[src/rtl/fpalu_result_pack.sv]
// Result pack stage of the FP ALU: normalizes the unified-format result, rounds MUL16i
// results to RND_W significant bits, and hands the packed word downstream through a 2-deep valid/ready pipe.
`timescale 1ns/1ps
module fpalu_result_pack #(
    parameter int EXP_W = 6,
    parameter int MAN_W = 22,
    parameter int RND_W = 11
) (
    input  logic             clk,
    input  logic             rst,
    input  logic             in_valid,
    output logic             in_ready,
    input  logic [1:0]       in_opcode,
    input  logic             in_sgn,
    input  logic [EXP_W-1:0] in_exp,
    input  logic [MAN_W-1:0] in_man_dn,
    output logic             out_valid,
    input  logic             out_ready,
    output logic             out_y_sgn,
    output logic [EXP_W-1:0] out_y_exp,
    output logic [MAN_W-1:0] out_y_man,
    output logic [3:0]       out_flags
);
    localparam int LZ_W = $clog2(MAN_W + 1);
    localparam int LOW_W = MAN_W - RND_W;

    function automatic logic [LZ_W-1:0] lzc(input logic [MAN_W-1:0] v);
        logic [LZ_W-1:0] n;
        n = LZ_W'(MAN_W);
        // Ascending scan: the highest set bit is the last one to write n.
        for (int i = 0; i < MAN_W; i++) begin
            if (v[i]) begin
                n = LZ_W'(MAN_W - 1 - i);
            end else begin
                n = n;
            end
        end
        return n;
    endfunction

    logic             s1_valid_r;
    logic [1:0]       s1_op_r;
    logic             s1_sgn_r;
    logic [EXP_W-1:0] s1_exp_r;
    logic [MAN_W-1:0] s1_man_r;
    logic             s1_uf_r;
    logic             s1_zero_r;

    logic             out_valid_r;
    logic             out_sgn_r;
    logic [EXP_W-1:0] out_exp_r;
    logic [MAN_W-1:0] out_man_r;
    logic [3:0]       out_flags_r;

    logic             s1_moves_s;
    logic             out_load_s;
    logic [LZ_W-1:0]  lz_s;
    logic [EXP_W-1:0] n_exp_s;
    logic [MAN_W-1:0] n_man_s;
    logic             n_uf_s;
    logic             n_zero_s;

    logic [RND_W-1:0] keep_s;
    logic             guard_s;
    logic             sticky_s;
    logic             inc_s;
    logic [RND_W:0]   sum_s;
    logic [EXP_W-1:0] r_exp_s;
    logic [MAN_W-1:0] r_man_s;
    logic             r_ovf_s;
    logic             r_inexact_s;

    assign out_load_s = !out_valid_r | out_ready;
    assign s1_moves_s = s1_valid_r & out_load_s;
    assign in_ready   = !s1_valid_r | s1_moves_s;

    // Stage 1 normalize: shift out leading zeros, stopping at exponent zero on underflow.
    always_comb begin
        lz_s     = lzc(in_man_dn);
        n_exp_s  = {EXP_W{1'b0}};
        n_man_s  = {MAN_W{1'b0}};
        n_uf_s   = 1'b0;
        n_zero_s = 1'b0;
        if (in_man_dn == {MAN_W{1'b0}}) begin
            n_zero_s = 1'b1;
        end else if (in_exp > EXP_W'(lz_s)) begin
            n_exp_s = in_exp - EXP_W'(lz_s);
            n_man_s = in_man_dn << lz_s;
        end else begin
            n_man_s = in_man_dn << in_exp;
            n_uf_s  = 1'b1;
        end
    end

    // Stage 2 round: half-to-even on the kept MSBs for MUL16i, identity otherwise.
    always_comb begin
        keep_s      = s1_man_r[MAN_W-1 -: RND_W];
        guard_s     = s1_man_r[LOW_W-1];
        sticky_s    = |s1_man_r[LOW_W-2:0];
        inc_s       = guard_s & (sticky_s | keep_s[0]);
        sum_s       = {1'b0, keep_s} + {{RND_W{1'b0}}, inc_s};
        r_exp_s     = s1_exp_r;
        r_man_s     = s1_man_r;
        r_ovf_s     = 1'b0;
        r_inexact_s = 1'b0;
        if (s1_op_r == 2'b10) begin
            r_inexact_s = guard_s | sticky_s;
            if (sum_s[RND_W]) begin
                if (s1_exp_r != {EXP_W{1'b1}}) begin
                    r_exp_s = s1_exp_r + {{(EXP_W-1){1'b0}}, 1'b1};
                    r_man_s = {1'b1, {(MAN_W-1){1'b0}}};
                end else begin
                    r_exp_s = {EXP_W{1'b1}};
                    r_man_s = {{RND_W{1'b1}}, {LOW_W{1'b0}}};
                    r_ovf_s = 1'b1;
                end
            end else begin
                r_man_s = {sum_s[RND_W-1:0], {LOW_W{1'b0}}};
            end
        end else begin
            r_inexact_s = 1'b0;
        end
    end

    // Stage 1 register: loads whenever the stage is empty or its content moves on.
    always_ff @(posedge clk or posedge rst) begin
        if (rst) begin
            s1_valid_r <= 1'b0;
            s1_op_r    <= 2'b00;
            s1_sgn_r   <= 1'b0;
            s1_exp_r   <= {EXP_W{1'b0}};
            s1_man_r   <= {MAN_W{1'b0}};
            s1_uf_r    <= 1'b0;
            s1_zero_r  <= 1'b0;
        end else if (in_ready) begin
            s1_valid_r <= in_valid;
            if (in_valid) begin
                s1_op_r   <= in_opcode;
                s1_sgn_r  <= in_sgn;
                s1_exp_r  <= n_exp_s;
                s1_man_r  <= n_man_s;
                s1_uf_r   <= n_uf_s;
                s1_zero_r <= n_zero_s;
            end
        end
    end

    // Output register: holds its word while the consumer stalls.
    always_ff @(posedge clk or posedge rst) begin
        if (rst) begin
            out_valid_r <= 1'b0;
            out_sgn_r   <= 1'b0;
            out_exp_r   <= {EXP_W{1'b0}};
            out_man_r   <= {MAN_W{1'b0}};
            out_flags_r <= 4'b0000;
        end else if (out_load_s) begin
            out_valid_r <= s1_valid_r;
            if (s1_valid_r) begin
                out_sgn_r   <= s1_sgn_r;
                out_exp_r   <= r_exp_s;
                out_man_r   <= r_man_s;
                out_flags_r <= {r_ovf_s, s1_uf_r, r_inexact_s, s1_zero_r};
            end
        end
    end

    assign out_valid = out_valid_r;
    assign out_y_sgn = out_sgn_r;
    assign out_y_exp = out_exp_r;
    assign out_y_man = out_man_r;
    assign out_flags = out_flags_r;

endmodule

[config.mk]
export PLATFORM = sky130hd
export DESIGN_NAME = fpalu_result_pack
export DESIGN_NICKNAME = d
export VERILOG_FILES = /design/src/rtl/fpalu_result_pack.sv
export SDC_FILE = /design/constraint.sdc
export NUM_CORES = 1
export LEC_CHECK = 0
export ABC_AREA = 1
export BUFFER_PORTS_ARGS = -buffer_cell sky130_fd_sc_hd__buf_2
export CAP_MARGIN = 0
export CORE_ASPECT_RATIO = 0.6
export CORE_MARGIN = 2
export CORE_UTILIZATION = 30
export DETAILED_ROUTE_END_ITERATION = 16
export GPL_ROUTABILITY_DRIVEN = 0
export MAX_ROUTING_LAYER = met4
export SLEW_MARGIN = 25
export SYNTH_ARGS = -nofsm -noshare
export SYNTH_HDL_FRONTEND = slang
export SYNTH_SLANG_ARGS = --single-unit
[constraint.sdc]
create_clock -name clk -period 6.35 [get_ports clk]
set_input_delay 0.3175 -clock clk [delete_from_list [all_inputs] [get_ports clk]]
set_output_delay 0.3175 -clock clk [all_outputs]
set_load 0.03 [all_outputs]
==> results.md, run 1 <==
- Status: finished clean
- Setup tns final: 0 ns
- Via count: 4661
- Gate Count Post-Synth: 704
- Die area: roughly 17000 sq um
- Pin count of the biggest net entering global routing: around 70
- Initial antenna violation count: 0
- RSZ-0062 raised after global routing: no
- Most used cell, CP: nand2_1
- Sw frac: 0.406
- Global-route wire length before repair: 22400 microns
- Post-synthesis compound-gate area fraction: 0.133
- Max Buffers Root-to-Sink: 2
- Area occupied by multi-input gates: 2590 sq um
- Drt pass-1 iters: 5
- Relative slew slack: 0.404
- Async SR Flop Fraction: 1.00
- Horiz. Die Dim: roughly 170 microns
- Setup CP Type: input pin to flip-flop
- Leading area contributor after synthesis: dfrtp_1
- Core ar.: 15400 sq um
- Std cell rows: 35
- P_leak: between 2 and 3 nW
- Largest family of logic cells by synthesized area: simple AND/OR/NAND/NOR gates
- Flop pwr share: 0.354
- FILL cells: 1693
- Clock sink count: 68
- Synth cell types: 44
- Mux share of post-synthesis cell area: 0
- Number of flops mapped to enable cells by yosys: 0
- Comb power frac: 0.362
- Slowest cell on crit path: o21ai_0
- Layout cells sized above 1: 0.152
- Worst min path class: input pin to flip-flop
- Synth Register Bits: 68
- Setup Viol. Count Final: 0
- Post-synthesis simple-gate area fraction: 0.371
- Ports: 70
- Post-CTS Setup Bufs: 0
- PwrDens: 315 nW/um^2
- Worst skew pair latency: roughly 0.34 ns
- Post-CTS sizing: 0
- Die Y: 101 microns
- Reg clk slew, reported paths: approximately 0.060 ns
- Hold-fix buffer count after cts: 0
- Xor and xnor area share after synthesis: 0.0166
- CP max FO: between 40 and 50
- Cell area after synthesis: 4740 sq um
- Grt met2 use: 0.235
- Fin crit share: 0.630
- Non-filler cells, final: 972
- Inserted Clock Buffers: 9
- Half-perimeter wire length after placement: 10300 microns
- Met1 Use GR: 0.257
- Aggregate global-route resource usage: 0.171
- Synth warn: 0
- Antenna Nets Post-Route: 0
- Final hold violation count: 0
- Vias in the first global route: between 4k and 5k
- Seq/Total Area, Yosys: 0.359
- Initial core utilization: 0.308
- Final wirelength: 13200 microns
- Max VDD drop: ~0.00014 V
- Dpl cells: 956
- PortBufs: 69
- Critical Path Max Stage Delay: between 0.5 and 0.6 ns
- Int Pwr: 0.00104 W
- CTS root buffer: clkbuf_16
- Number of max-cap violations: 0
- Worst-Margin Slew: 0.886 ns
- Sw power: a little over 0.0007 W
- Grt peak-use layer: met1
- Overflow left after global routing: 0
- Storage cell area: 1700 sq um
- Largest cells by area after synthesis: dfrtp_1 36%, nand2_1 19%, nand3_1 9.9%
- Crit path DAT: between 4 and 5 ns
- Min Clock Period, post-route: roughly 4 ns
- CTS tree: done
- M3 GR Usage: 0.0332
- Ant diodes: 0
- Initial drt markers: approximately 370
- Required @ worst endpoint: 6.62 ns
- Detailed-route DRC error count: 0
- Final Util: 0.360
- Synth Flop Type: dfrtp_1
- Synth Net Count: 748
- Adder-cell share of the synthesized area: 0.0253
- Hold Worst Slack: 0.172 ns
- Clock share of power: 0.285
- Clock skew: 0.00737 ns
- Peak Freq: 250 MHz
- Vias per std cell: about 4.8
- Avg WL per Cell: 13.6 microns
- Mean Syn Cell Area: 6.73 sq um
- Startpoint types: input pin
- Worst setup EP type: flip-flop
- Post-synth top area share: 0.359
- Pins Over Slew Limit: 0
- CTS H-tree depth: 3
- Net count, final: 808
- Area Growth Syn to Fin: 17.2%
-- flip-flops by register name (all words and copies together) (netlist names) --
name / count
out_flags: 4
s1_op_r: 2
s1_uf_r: 1
out_y_exp: 6
s1_zero_r: 1
s1_valid_r: 1
out_y_man: 22
s1_exp_r: 6
s1_sgn_r: 1
s1_man_r: 22
out_valid: 1
out_y_sgn: 1
-- critical path, delay by kind of cell --
| family | cells | cell delay (ns) |
|---|---|---|
| and+or+nand+nor | 28 | 2.28 |
| adders and majority gates | 1 | 0.22 |
| buffers and inverters | 2 | 0.18 |
| AOI/OAI and AO/OA | 3 | 1.28 |
-- cells by family after synthesis --
logic type / Yosys count
AO/OA/AOI/OAI: 105
AND/OR/NAND/NOR: 403
buffers and inverters: 110
adder cells (fa/ha/maj): 9
XOR/XNOR: 9
flip-flops: 68
-- per-layer routing --
| metal | up-vias | wire (microns) |
|---|---|---|
| met1 | 2107 | 7290 |
| li1 | 2418 | - |
| met3 | 10 | 686 |
| met2 | 126 | 5100 |
| met4 | 0 | 96 |
| met5 | - | 0 |
-- final timing paths --
path | slack [ns] | endpoint | cells past startpoint | start
worst max-delay path | 2.35 | s1_man_r[20] | 34 | in_man_dn[2]
worst min-delay path | 0.17 | s1_op_r[0] | 3 | in_opcode[0]
worst max register to register | 3.26 | s1_man_r[13] | 9 | out_valid
worst min register to register | 0.47 | out_y_man[17] | 2 | out_y_man[17]
max in group asynchronous | 5.54 | s1_valid_r | 3 | rst
min in group asynchronous | 0.22 | out_y_man[5] | 3 | rst
-- cells in the final DEF, fill, tap and decap left out, drive strengths merged, types with 2 or more instances in the layout --
master | synthesis | final
nand2 | 253 | 253
nand3 | 97 | 97
inv | 84 | 85
buf | 15 | 74
dfrtp | 68 | 68
o21ai | 52 | 52
nor2 | 32 | 32
a21oi | 19 | 19
o211ai | 10 | 10
clkbuf | 10 | 9
o31ai | 8 | 8
o22ai | 8 | 8
ha | 8 | 8
nor3 | 7 | 7
nor4 | 6 | 6
xor2 | 6 | 6
clkinv | 1 | 4
nand4 | 3 | 3
or2 | 3 | 3
xnor2 | 3 | 3
o22a | 2 | 2
clkinvlp | 0 | 2
-- cells in the mapped netlist, types with 2 or more instances --
| master | count |
|---|---|
| nand2_1 | 244 |
| nor2_2 | 2 |
| o211ai_1 | 10 |
| or2_2 | 3 |
| nor3_1 | 7 |
| buf_1 | 2 |
| ha_1 | 8 |
| buf_6 | 2 |
| o21ai_0 | 46 |
| a21oi_1 | 18 |
| inv_1 | 80 |
| o22ai_1 | 8 |
| o31ai_1 | 8 |
| nand2_2 | 6 |
| dfrtp_1 | 68 |
| xor2_1 | 6 |
| nand4_1 | 3 |
| nand3_4 | 2 |
| xnor2_1 | 3 |
| nand3_1 | 94 |
| o22a_1 | 2 |
| o21ai_1 | 5 |
| buf_4 | 2 |
| buf_2 | 9 |
| nor2_1 | 29 |
| inv_2 | 3 |
| nand2_4 | 3 |
| clkbuf_1 | 10 |
| nor4_1 | 6 |
-- cell type report --
type / count / share of cell area
Multi-Input combinational cell: 526 / 0.467
Sequential cell: 68 / 0.306
Timing Repair Buffer: 74 / 0.0689
Inverter: 85 / 0.0579
Tap cell: 203 / 0.0457
Clock buffer: 9 / 0.0405
Clock inverter: 7 / 0.0137
-- power by group through the flow --
stage / combinational, W / sequential, W / clock, W
floorplan: 0.000326 / 0.000749 / 0
global placement: 0.000634 / 0.000626 / 0
detailed placement: 0.000636 / 0.000626 / 0
CTS: 0.000638 / 0.000620 / 0.000513
global route: 0.000713 / 0.000636 / 0.000536
finish: 0.000634 / 0.000619 / 0.000498
-- stage by stage --
stage	cell area [sq um]	setup slack [ns]	power, W
after floorplan	4740	2.89	0.00108
after global placement	5250	1.58	0.00126
final	5550	2.35	0.00175
after CTS	5550	2.35	0.00177
after detailed placement	5250	2.00	0.00126
after global routing	5550	1.68	0.00188
Power figures use the tool's default switching activity.
==> inputs of run 2 (changes only) <==
==> constraint.sdc (replaced) <==
create_clock -name clk -period 3.95 [get_ports clk]
set_input_delay 0.1975 -clock clk [delete_from_list [all_inputs] [get_ports clk]]
set_output_delay 0.1975 -clock clk [all_outputs]
set_load 0.03 [all_outputs]
==> results.md, run 2 (synthesis gave the netlist of run 1 again) <==
- Status: finished, violations left
- Failing checks: hold timing
- Post-CTS sizing: 0 (unchanged)
- Inserted Clock Buffers: 9 (unchanged)
- Area Growth Syn to Fin: 18.8%
- Clock sink count: 68 (unchanged)
- Storage cell area: 1700 sq um (unchanged)
- CTS root buffer: clkbuf_16
- Die area: 16900 sq um (unchanged)
- Vias per std cell: 4.80 (about the same)
- Ports: 70 (unchanged)
- P_leak: 2.91 nW (+1.9%)
- PwrDens: 512 nW/um^2 (+62%)
- Global-route wire length before repair: 22500 microns (+0.25%)
- Initial drt markers: 408 (+10%)
- Initial core utilization: 0.308 (unchanged)
- Setup CP Type: input pin to flip-flop
- Min Clock Period, post-route: 3.40 ns
- Max VDD drop: 0.000260 V (+89%)
- Crit path DAT: 3.67 ns (-0.60 ns)
- Via count: 4697 (+0.77%)
- Aggregate global-route resource usage: 0.170 (-0.000602)
- Core ar.: 15400 sq um (unchanged)
- Initial antenna violation count: 0 (unchanged)
- Drt pass-1 iters: 5 (unchanged)
- CP max FO: 49 (unchanged)
- Final Util: 0.365 (+0.00511)
- Startpoint types: input pin
- Setup tns final: 0 ns (unchanged)
- Detailed-route DRC error count: 0 (unchanged)
- Net count, final: 815 (+0.87%)
- Avg WL per Cell: 13.4 microns (-0.78%)
- CTS tree: done
- Horiz. Die Dim: 166 microns (unchanged)
- Vias in the first global route: 4441 (+0.023%)
- Antenna Nets Post-Route: 0 (unchanged)
- Final wirelength: 13200 microns (about the same)
- Setup Viol. Count Final: 0 (unchanged)
- Required @ worst endpoint: 4.22 ns (-2.40 ns)
- CTS H-tree depth: 3 (unchanged)
- Number of max-cap violations: 0 (unchanged)
- Reg clk slew, reported paths: 0.05 ns (about the same)
- Fin crit share: 0.861
- Hold Worst Slack: -0.0139 ns (-0.186 ns)
- Most common cell after layout, fill and taps aside: nand2_1
- Clock skew: 0.00649 ns (-0.000878 ns)
- Area occupied by multi-input gates: 2590 sq um (about the same)
- Worst min path class: input pin to async pin
- Overflow left after global routing: 0 (unchanged)
- Worst-Margin Slew: 0.826 ns (-0.0596 ns)
- FILL cells: 1693 (unchanged)
- Buffer and inverter count on the worst path: 3 (+1)
- Most used cell, CP: nand2_1
- Post-CTS Setup Bufs: 0 (unchanged)
- Relative slew slack: 0.444 (+0.0401)
- Crit-path leading delay family: simple AND/OR/NAND/NOR gates
- Half-perimeter wire length after placement: 10400 microns (+1.4%)
- Slowest cell on crit path: fa_1
- Max Buffers Root-to-Sink: 2 (unchanged)
- Std cell rows: 35 (unchanged)
- Critical Path Max Stage Delay: 0.42 ns (-0.16 ns)
- Ant diodes: 0 (unchanged)
- Hold-fix buffer count after cts: 0 (unchanged)
- Pins Over Slew Limit: 0 (unchanged)
- Most frequent cells in the layout: 244 x nand2_1, 94 x nand3_1, 79 x inv_1
- Final hold violation count: 16 (+16)
- Pin count of the biggest net entering global routing: 50 (-28%)
- Worst skew pair latency: 0.34 ns (about the same)
- RSZ-0062 raised after global routing: no
- Layout cells sized above 1: 0.157 (+0.00507)
- Worst setup EP type: flip-flop
- Die Y: 101 microns (unchanged)
- PortBufs: 69 (unchanged)
- Peak Freq: roughly 300 MHz
-- run 2: cell count changes in the layout (fill, tap and decap cells not counted), sizes merged --
cell / previous run / this run
bufinv: 1 / 2
clkbuf: 9 / 11
clkinvlp: 2 / 0
inv: 85 / 84
buf: 74 / 81
-- run 2: per-stage QoR --
step                setup WS, ns  area [sq um]  instances  hold WS, ns  total power [W]
global placement           0.278          5320        963        0.359          0.00203
CTS                        0.596          5630        979      0.00566          0.00291
detailed placement         0.246          5320        963        0.370          0.00203
floorplan                  0.608          4740        704        0.307          0.00173
global route               0.110          5630        979       0.0577          0.00309
finish                     0.550          5630        979      -0.0139          0.00288
-- run 2: final cells by class --
type	count	area share
Clock buffer	11	0.0431
Clock inverter	5	0.0133
Inverter	85	0.0571
Multi-Input combinational cell	526	0.460
Sequential cell	68	0.302
Tap cell	203	0.0451
Timing Repair Buffer	81	0.0795
-- run 2: final timing paths --
kind	startpoint	to	slack [ns]	depth (start not counted)
setup / recovery	in_man_dn[1]	s1_man_r[17]	0.55	37
hold / removal	rst	out_flags[2]	-0.01	2
setup reg to reg	s1_man_r[6]	out_y_man[17]	0.95	15
hold reg to reg	out_y_man[11]	out_y_man[11]	0.47	2
max in group asynchronous	rst	s1_exp_r[2]	3.04	3
min in group clk	in_opcode[0]	s1_op_r[0]	0.06	3
-- run 2: worst register-to-register path: stages, from the launching register on --
cell	delay, ns
dfrtp_1	0.37
nor4_1	0.33
nand4_1	0.17
o21ai_0	0.19
inv_1	0.06
ha_1	0.20
nand3_1	0.14
inv_1	0.08
nand4_1	0.14
nor3_1	0.08
nand3_1	0.12
nor2_1	0.07
nor2_1	0.49
o21ai_0	0.22
o211ai_1	0.14
nand2_1	0.07
-- run 2: layer usage --
| metal | vias to the layer above | share of wire | track usage |
|---|---|---|---|
| met5 | - | 0 | - |
| met4 | 0 | 0.0069 | 0.0332 |
| met3 | 10 | 0.053 | 0.0340 |
| met2 | 123 | 0.38 | 0.229 |
| met1 | 2128 | 0.56 | 0.260 |
| li1 | 2436 | - | - |
-- run 2: power by group --
part           switching [W]  internal (W)
clock network       0.000296      0.000566
registers           0.000121      0.000876
logic               0.000710      0.000315
